**config.mk**
```make
export PLATFORM = sky130hd
export DESIGN_NAME = lpc_csr_slave
export DESIGN_NICKNAME = d
export VERILOG_FILES = /design/src/rtl/lpc_pkg.sv /design/src/rtl/lpc_coef_snapshot.sv /design/src/rtl/lpc_csr_slave.sv
export SDC_FILE = /design/constraint.sdc
export NUM_CORES = 1
export LEC_CHECK = 0
export BUFFER_PORTS_ARGS = -buffer_cell sky130_fd_sc_hd__buf_4
export CORE_MARGIN = 2
export CORE_UTILIZATION = 25
export CTS_CLUSTER_SIZE = 24
export DETAILED_ROUTE_END_ITERATION = 8
export GPL_TIMING_DRIVEN = 0
export MAX_ROUTING_LAYER = met4
export PLACE_DENSITY = 0.42
export REMOVE_ABC_BUFFERS = 1
export SKIP_LAST_GASP = 1
export SLEW_MARGIN = 20
export SYNTH_ARGS = -nofsm -noshare
export SYNTH_HDL_FRONTEND = slang
export SYNTH_SLANG_ARGS = --single-unit
```
**constraint.sdc**
```tcl
create_clock -name clk -period 8.77 [get_ports clk]
set_clock_uncertainty 0.2 [all_clocks]
set_input_delay 0.877 -clock clk [delete_from_list [all_inputs] [get_ports clk]]
set_output_delay 0.877 -clock clk [all_outputs]
set_load 0.005 [all_outputs]
```
**src/rtl/lpc_pkg.sv**
```systemverilog
// Shared register map and CTRL/STATUS bit positions for the LPC encoder CSR block.
package lpc_pkg;

  localparam logic [15:0] AddrFrameLen = 16'h0000;
  localparam logic [15:0] AddrCtrl     = 16'h0001;
  localparam logic [15:0] AddrStatus   = 16'h0002;
  localparam logic [15:0] AddrPitch    = 16'h0003;
  localparam logic [15:0] AddrCoefBase = 16'h0004;
  localparam logic [15:0] AddrFrameCnt = 16'h000F;

  localparam int unsigned CtrlEnBit  = 0;
  localparam int unsigned CtrlIeBit  = 1;
  localparam int unsigned CtrlClrBit = 2;

  localparam int unsigned StatDoneBit   = 0;
  localparam int unsigned StatOvfBit    = 1;
  localparam int unsigned StatVoicedBit = 2;

endpackage

```
**src/rtl/lpc_coef_snapshot.sv**
```systemverilog
// Frame snapshot of encoder results (pitch, voiced flag, LPC coefficients).
module lpc_coef_snapshot #(
  parameter int unsigned DATA_W   = 16,
  parameter int unsigned NUM_COEF = 11
) (
  input  logic                              clk,
  input  logic                              rst,
  input  logic                              capture,
  input  logic                              clear,
  input  logic [NUM_COEF*DATA_W-1:0]        coef_in,
  input  logic [DATA_W-1:0]                 pitch_in,
  input  logic                              voiced_in,
  output logic [NUM_COEF-1:0][DATA_W-1:0]   coef,
  output logic [DATA_W-1:0]                 pitch,
  output logic                              voiced
);

  logic [NUM_COEF-1:0][DATA_W-1:0] coef_q, coef_d;
  logic [DATA_W-1:0]               pitch_q, pitch_d;
  logic                            voiced_q, voiced_d;

  // Clear takes priority over a coincident capture.
  always_comb begin
    coef_d   = coef_q;
    pitch_d  = pitch_q;
    voiced_d = voiced_q;
    if (clear) begin
      coef_d   = '0;
      pitch_d  = '0;
      voiced_d = 1'b0;
    end else if (capture) begin
      coef_d   = coef_in;
      pitch_d  = pitch_in;
      voiced_d = voiced_in;
    end
  end

  always_ff @(posedge clk or posedge rst) begin
    if (rst) begin
      coef_q   <= '0;
      pitch_q  <= '0;
      voiced_q <= 1'b0;
    end else begin
      coef_q   <= coef_d;
      pitch_q  <= pitch_d;
      voiced_q <= voiced_d;
    end
  end

  assign coef   = coef_q;
  assign pitch  = pitch_q;
  assign voiced = voiced_q;

endmodule

```
**src/rtl/lpc_csr_slave.sv**
```systemverilog
// Bus-facing CSR slave for the LPC encoder: config, status/irq and frame result readback.
module lpc_csr_slave
  import lpc_pkg::*;
#(
  parameter int unsigned DATA_W        = 16,
  parameter int unsigned DEF_FRAME_LEN = 240,
  parameter int unsigned NUM_COEF      = 11
) (
  input  logic                       clk,
  input  logic                       rst,
  input  logic [15:0]                address,
  input  logic                       read,
  input  logic                       write,
  input  logic [DATA_W-1:0]          writedata,
  output logic [DATA_W-1:0]          readdata,
  output logic                       readdatavalid,
  input  logic [NUM_COEF*DATA_W-1:0] coef_in,
  input  logic [DATA_W-1:0]          pitch_in,
  input  logic                       voiced_in,
  input  logic                       frame_strobe,
  output logic [DATA_W-1:0]          frame_len,
  output logic                       enc_enable,
  output logic                       irq
);

  logic [DATA_W-1:0] frame_len_q, frame_len_d;
  logic [DATA_W-1:0] frame_cnt_q, frame_cnt_d;
  logic [DATA_W-1:0] rdata_q, rdata_d;
  logic              rvalid_q, rvalid_d;
  logic              en_q, en_d, ie_q, ie_d;
  logic              done_q, done_d, ovf_q, ovf_d;

  logic [NUM_COEF-1:0][DATA_W-1:0] snap_coef;
  logic [DATA_W-1:0]               snap_pitch;
  logic                            snap_voiced;

  logic capture, clear, rd;

  // A write in the same cycle as a read wins; the read is dropped.
  assign rd      = read & ~write;
  assign capture = frame_strobe & en_q;
  assign clear   = write && (address == AddrCtrl) && writedata[CtrlClrBit];

  lpc_coef_snapshot #(
    .DATA_W   (DATA_W),
    .NUM_COEF (NUM_COEF)
  ) u_snapshot (
    .clk       (clk),
    .rst       (rst),
    .capture   (capture),
    .clear     (clear),
    .coef_in   (coef_in),
    .pitch_in  (pitch_in),
    .voiced_in (voiced_in),
    .coef      (snap_coef),
    .pitch     (snap_pitch),
    .voiced    (snap_voiced)
  );

  always_comb begin
    frame_len_d = frame_len_q;
    frame_cnt_d = frame_cnt_q;
    en_d        = en_q;
    ie_d        = ie_q;
    done_d      = done_q;
    ovf_d       = ovf_q;
    if (write && address == AddrFrameLen && writedata != '0) frame_len_d = writedata;
    if (write && address == AddrCtrl) begin
      en_d = writedata[CtrlEnBit];
      ie_d = writedata[CtrlIeBit];
    end
    if (write && address == AddrStatus) begin
      if (writedata[StatDoneBit]) done_d = 1'b0;
      if (writedata[StatOvfBit])  ovf_d  = 1'b0;
    end
    // Capture is applied after W1C so a coincident set wins.
    if (capture) begin
      done_d      = 1'b1;
      frame_cnt_d = frame_cnt_q + 1'b1;
      if (done_q) ovf_d = 1'b1;
    end
    if (clear) begin
      done_d      = 1'b0;
      ovf_d       = 1'b0;
      frame_cnt_d = '0;
    end
  end

  always_comb begin
    rdata_d  = '0;
    rvalid_d = rd;
    if (rd) begin
      if (address == AddrFrameLen) rdata_d = frame_len_q;
      if (address == AddrCtrl) begin
        rdata_d[CtrlEnBit] = en_q;
        rdata_d[CtrlIeBit] = ie_q;
      end
      if (address == AddrStatus) begin
        rdata_d[StatDoneBit]   = done_q;
        rdata_d[StatOvfBit]    = ovf_q;
        rdata_d[StatVoicedBit] = snap_voiced;
      end
      if (address == AddrPitch) rdata_d = snap_pitch;
      for (int i = 0; i < int'(NUM_COEF); i++) begin
        if (address == 16'(AddrCoefBase + 16'(i))) rdata_d = snap_coef[i];
      end
      if (address == AddrFrameCnt) rdata_d = frame_cnt_q;
    end
  end

  always_ff @(posedge clk or posedge rst) begin
    if (rst) begin
      frame_len_q <= DATA_W'(DEF_FRAME_LEN);
      frame_cnt_q <= '0;
      rdata_q     <= '0;
      rvalid_q    <= 1'b0;
      en_q        <= 1'b0;
      ie_q        <= 1'b0;
      done_q      <= 1'b0;
      ovf_q       <= 1'b0;
    end else begin
      frame_len_q <= frame_len_d;
      frame_cnt_q <= frame_cnt_d;
      rdata_q     <= rdata_d;
      rvalid_q    <= rvalid_d;
      en_q        <= en_d;
      ie_q        <= ie_d;
      done_q      <= done_d;
      ovf_q       <= ovf_d;
    end
  end

  assign readdata      = rdata_q;
  assign readdatavalid = rvalid_q;
  assign frame_len     = frame_len_q;
  assign enc_enable    = en_q;
  assign irq           = done_q & ie_q;

endmodule
```
Word-level counts from Yosys, hierarchy flattened
Index checks and enable logic that the tools add are counted.

Order comparisons: 0. Reductions and logical operators: 11. Divide/modulo/power cells: 0. $mul: 0. Bitwise operators: 4. $add $sub $neg: 1. Equality and inequality tests: 15. Shifts and indexed selects: 0. Mux-type cells: 34.

Operators with widths (number): 2-to-1 mux 176 bit (2); 2-to-1 mux 16 bit (19); == test 16 x 4 -> 1 bit, second input constant (8); == test 16 x 3 -> 1 bit, second input constant (4); == test 16 x 2 -> 1 bit, second input constant (2); adder 16 x 1 -> 16 bit, second input constant (1); == test 16 x 1 -> 1 bit, second input constant (1); zero test 16 bit (1); nonzero test 16 bit (1); 2-to-1 mux 1 bit (11); nonzero test 3 bit (2); logical AND 1 bit (5); AND 1 bit (3); 2-to-1 mux 3 bit (1); 2-to-1 mux 2 bit (1); AND reduction 2 bit (1); nonzero test 2 bit (1); NOT 1 bit (1).

Bits in registers: 246. Bits in read-only memories: 0. Bits in latches: 0. Bits in writable memories: 0. Memories kept: 0. Logic and storage cells: 86. Bits of input ports: 230.

Longest topological paths before layout
Depth after elaboration: 18. Depth in mapped cells: 9. Depth with buffers taken out: 7.

Hierarchy
From an unflattened synthesis, not the netlist that was laid out.

Cell total of the unflattened synthesis: 1163. Area total of the unflattened synthesis: 12390.6 um^2.

By module, submodules not included: lpc_coef_snapshot (times used 1, cells each 623, area an instance 7946.4 um^2); lpc_csr_slave (times used 1, cells each 540, area an instance 4444.3 um^2).

Least setup slack after synthesis
Ideal clock, no wire load.

Kind: in2reg. Start: input address[5]. End: register u_snapshot.coef_q (netlist bit u_snapshot.coef[10]). Stages on the path: 9. Buffers on the path: 4. Slack: 5857 ps. Arrival time: 2595 ps. Required time: 8452 ps. Cell sequence: or4_1 buf_6 nor4_4 and3_2 and2_1 buf_6 buf_12 buf_12 a21oi_2.

Word-level cells in the longest chain between the ends: 4. Elaborated cells between the ends (all ways): 5.

Ends and longest elaborated chain: start, declared (RTL line lpc_csr_slave.sv:11) `input logic [15:0] address,`; == test 16 x 1 -> 1 bit (*) (RTL line lpc_csr_slave.sv:42) `assign clear = write && (address == AddrCtrl) && writedata[CtrlClrBit];`; logical AND 1 bit (*) (2 in series) (RTL line lpc_csr_slave.sv:42); 2-to-1 mux 176 bit or nonzero test 2 bit (tied branches); end signal, assigned (RTL line lpc_coef_snapshot.sv:44) `coef_q <= coef_d;`; end, declared (RTL line lpc_coef_snapshot.sv:18) `logic [NUM_COEF-1:0][DATA_W-1:0] coef_q, coef_d;`.

Every way passes the cells marked *; elsewhere a longest branch is shown, timed or not. A chain may end at the register's enable or synchronous reset.

Final worst setup path
Start: input address[5]. End: register rdata_q[11], in the netlist readdata[11].

Word-level cells in the longest chain between the ends: 16. Elaborated cells between the ends (all ways): 29.

Ends and longest elaborated chain: zero test 16 bit (RTL line lpc_csr_slave.sv:93) `if (address == AddrFrameLen) rdata_d = frame_len_q;`; 2-to-1 mux 16 bit (RTL line lpc_csr_slave.sv:93); 2-to-1 mux 16 bit (RTL line lpc_csr_slave.sv:103) `if (address == AddrPitch) rdata_d = snap_pitch;`; 2-to-1 mux 16 bit (11 in series) (RTL line lpc_csr_slave.sv:105) `if (address == 16'(AddrCoefBase + 16'(i))) rdata_d = snap_coef[i];`; 2-to-1 mux 16 bit (*) (RTL line lpc_csr_slave.sv:107) `if (address == AddrFrameCnt) rdata_d = frame_cnt_q;`; 2-to-1 mux 16 bit (*) (RTL line lpc_csr_slave.sv:92) `if (rd) begin`; via rdata_d[11] (RTL line lpc_csr_slave.sv:28) `logic [DATA_W-1:0] rdata_q, rdata_d;`; end signal, assigned (RTL line lpc_csr_slave.sv:124) `rdata_q <= rdata_d;`; end, declared (RTL line lpc_csr_slave.sv:28).

The timed path passes the listed nets; every way through them passes the cells marked *.

==> results.tsv <==
stage	metric	value	unit
run_status	outcome	finished clean	
cells_and_area	commonest non-fill, non-tap cells in the layout	428 x nand2_1, 264 x buf_4, 242 x dfrtp_1, 118 x a21oi_1, 100 x a21oi_2	
floorplanning	Core ar.	49200	um2
detailed_routing	post-route ant nets	0	
detailed_routing	DRT iter0 DRCs	693	
synthesis	syn avg cell area	9.35	um2
synthesis	Most used DFF post-synth	dfrtp_1	
synthesis	mux share of post-synthesis cell area	4.29	%
cts	H-Tree Level Count	1	
synthesis	synth warn	0	
cells_and_area	share of layout cells above drive strength 1	31.2	%
synthesis	sequential area share after synthesis	49.3	%
placed_design	Placed Instances	2183	
placed_design	I/O Buffers	264	
worst_setup_path	critical path type	input port to flop	
sta	max-slew violations	0	
cts	Post-CTS Resized	0	
cells_and_area	commonest non-fill, non-tap cell in the layout	nand2_1	
sta	Setup WS post-layout	4.12	ns
cells_and_area	Fillers	5270	
placed_design	GPL Wtd Cong	0.766	
min_path	min-delay worst type	input port to async pin	
cts	TritonCTS buffer count	31	
synthesis	EDFF count, synth	0	
detailed_routing	Vias	10742	
cts	CTS Buffer Depth	3	
placed_design	worst slack, placed	3.45	ns
floorplanning	Initial Utilization	25.4	%
sta	fmax	215	MHz
sta	Least-Margin Pin Slew	1.08	ns
cts	clock sinks	246	
global_route	total gr overflow	0	
cells_and_area	Layout area overhead	28.9	%
worst_setup_path	CP Data Required Time	8.96	ns
sta	Final Critical Period	4.65	ns
flow_run	MaxCap Viol Count	0	
global_route	vias in the first global route	10999	
detailed_routing	Post-Route WL	48.7	mm
cells_and_area	post-route cell area	16100	um2
synthesis	post-synthesis compound-gate area fraction	20.5	%
worst_setup_path	Worst EP arrival	4.84	ns
synthesis	post-synth cell types	66	
global_route	global-route wire length before repair	72.0	mm
cts	CTS tree	yes	
worst_setup_path	nature of the critical path endpoint	flop	
global_route	GRT Overall Usage	19.3	%
sta	worst rel slew slack	28.0	%
cells_and_area	post-layout util	32.8	%
cells_and_area	nets	1783	
synthesis	adder-cell share of the synthesized area	0.100	%
synthesis	Mapped Cells	1337	
power_and_ir_drop	Pwr Total	2.67	mW
cts	later-pin clock latency in the skew report	0.58	ns
detailed_routing	residual DRC count	0	
sta	setup TNS	0	ns
placed_design	Placed Area	15000	um2
sta	Final Hold Vio Count	0	
worst_setup_path	Startpoint Class	input port	
worst_setup_path	crit-path max FO	13	
synthesis	ys async rst share	100	%
cts	CTS Root Cell	clkbuf_16	
sta	RSZ-0062 raised after global routing	no	
synthesis	Synth Area in XOR/XNOR	0.981	%
floorplanning	DIE AREA	51800	um2
global_route	largest net degree at the start of global routing	85	
synthesis	synthesized area	12500	um2
placed_design	HPWL after DPL	34.8	mm
synthesis	simple-gate portion of the synthesized area	19.2	%
cells_and_area	Finished Layout Cells	2240	
sta	final period utilization	53.0	%
sta	final setup violation count	0	
power_and_ir_drop	PD cells	166	nW/um2
sta	worst hold slack	0.204	ns
floorplanning	DIE WIDTH	228	um
detailed_routing	DR vias/cell	4.80	
detailed_routing	Routed WL per cell	21.7	um
power_and_ir_drop	Max VDD drop	0.137	mV
cells_and_area	ANT cells	0	
cts	Worst-path clk slew	0.06	ns
power_and_ir_drop	Lkg Pwr	6.87	nW
detailed_routing	TritonRoute pass-1 iters	7	
cts	Post-CTS Setup Inserts	0	
floorplanning	IO Pins	265	
floorplanning	die height	228	um
synthesis	main combinational cell family by area after synthesis	compound AO/OA/AOI/OAI gates	
synthesis	Synth Register Bits	246	
floorplanning	Core Rows	81	
global_route	initial antenna violation count	0	
cts	cts hold-fix bufs	0	
==> critical path, cell delays in order <==
cell and delay (ns):
buf_4 0.12, or4_1 0.81, nor3_2 0.82, nand3_1 0.90, o21ai_1 0.35, a21oi_1 0.10
a211oi_1 0.62, o22ai_1 0.22
==> cell usage after synthesis, types with 7 or more instances <==
| cell type | number | area [um2] |
|---|---|---|
| nand2_1 | 429 | 1610 |
| dfrtp_1 | 242 | 6060 |
| a21oi_1 | 118 | 591 |
| a21oi_2 | 100 | 876 |
| clkbuf_1 | 60 | 225 |
| nor2_1 | 43 | 161 |
| o21ai_0 | 34 | 170 |
| nand3_1 | 19 | 95.1 |
| a22oi_1 | 18 | 135 |
| buf_6 | 15 | 169 |
| mux2_2 | 14 | 158 |
| o22ai_1 | 14 | 87.6 |
| mux2i_1 | 13 | 130 |
| nor3_1 | 13 | 65.1 |
| a221oi_1 | 12 | 105 |
| nand4_1 | 12 | 75.1 |
| buf_12 | 11 | 220 |
| buf_2 | 11 | 55.1 |
| xor2_1 | 10 | 87.6 |
| mux2_4 | 9 | 135 |
| o221ai_1 | 9 | 78.8 |
| a31oi_1 | 7 | 43.8 |
| nor4_1 | 7 | 43.8 |
==> logic make-up after synthesis <==
kind of cell / count (synthesis)
AOI/OAI and AO/OA: 368
xor gates and xnor gates: 14
adders and majority gates: 1
buffers and inverters: 104
DFF: 246
muxes: 41
and+or+nand+nor: 563
==> registers in the layout (all words and copies together) (netlist names), 16 cells and up <==
signal and count:
u_snapshot.coef 176, frame_cnt_q 16, frame_len 16, readdata 16
u_snapshot.pitch 16
==> cell type report <==
type	count	area [um2]	area share, %
sequential	246	6160	38.2
timing repair buffer	279	2330	14.5
multi-input combinational	987	5670	35.2
clock buffer	44	915	5.68
tap	664	831	5.16
inverter	7	33.8	0.210
clock inverter	13	169	1.05
==> routing by layer <==
metal  part of all wire (%)  wire, um  track usage, %
met1                     45     22100            26.2
met2                     49     23700            31.3
met3                    4.1      2010            2.17
met4                    1.7       845            3.54
met5                      0         0               -
==> final timing paths <==
path / start / end / slack (ns) / cells past startpoint
max reg2reg: enc_enable$_DFFE_PP0P_ / frame_cnt_q[13]$_DFFE_PP0P_ / 6.19 / 8
min: rst / u_snapshot.coef[1]$_DFFE_PP0P_ / 0.20 / 2
max: address[5] / readdata[11]$_DFF_PP0_ / 4.12 / 8
min in group clk: u_snapshot.pitch[1]$_DFFE_PP0P_ / u_snapshot.pitch[1]$_DFFE_PP0P_ / 0.32 / 2
min reg2reg: u_snapshot.pitch[1]$_DFFE_PP0P_ / u_snapshot.pitch[1]$_DFFE_PP0P_ / 0.32 / 2
max in group asynchronous: rst / frame_len[6]$_DFFE_PP1P_ / 7.26 / 3
==> power breakdown <==
part | switching [mW] | internal (mW) | leakage (nW) | total, mW
logic | 0.0860 | 0.0804 | 2.90 | 0.166
registers | 0.00133 | 1.14 | 3.42 | 1.14
clock network | 0.525 | 0.837 | 0.544 | 1.36
Note: power is estimated with default switching activity, not from simulation.
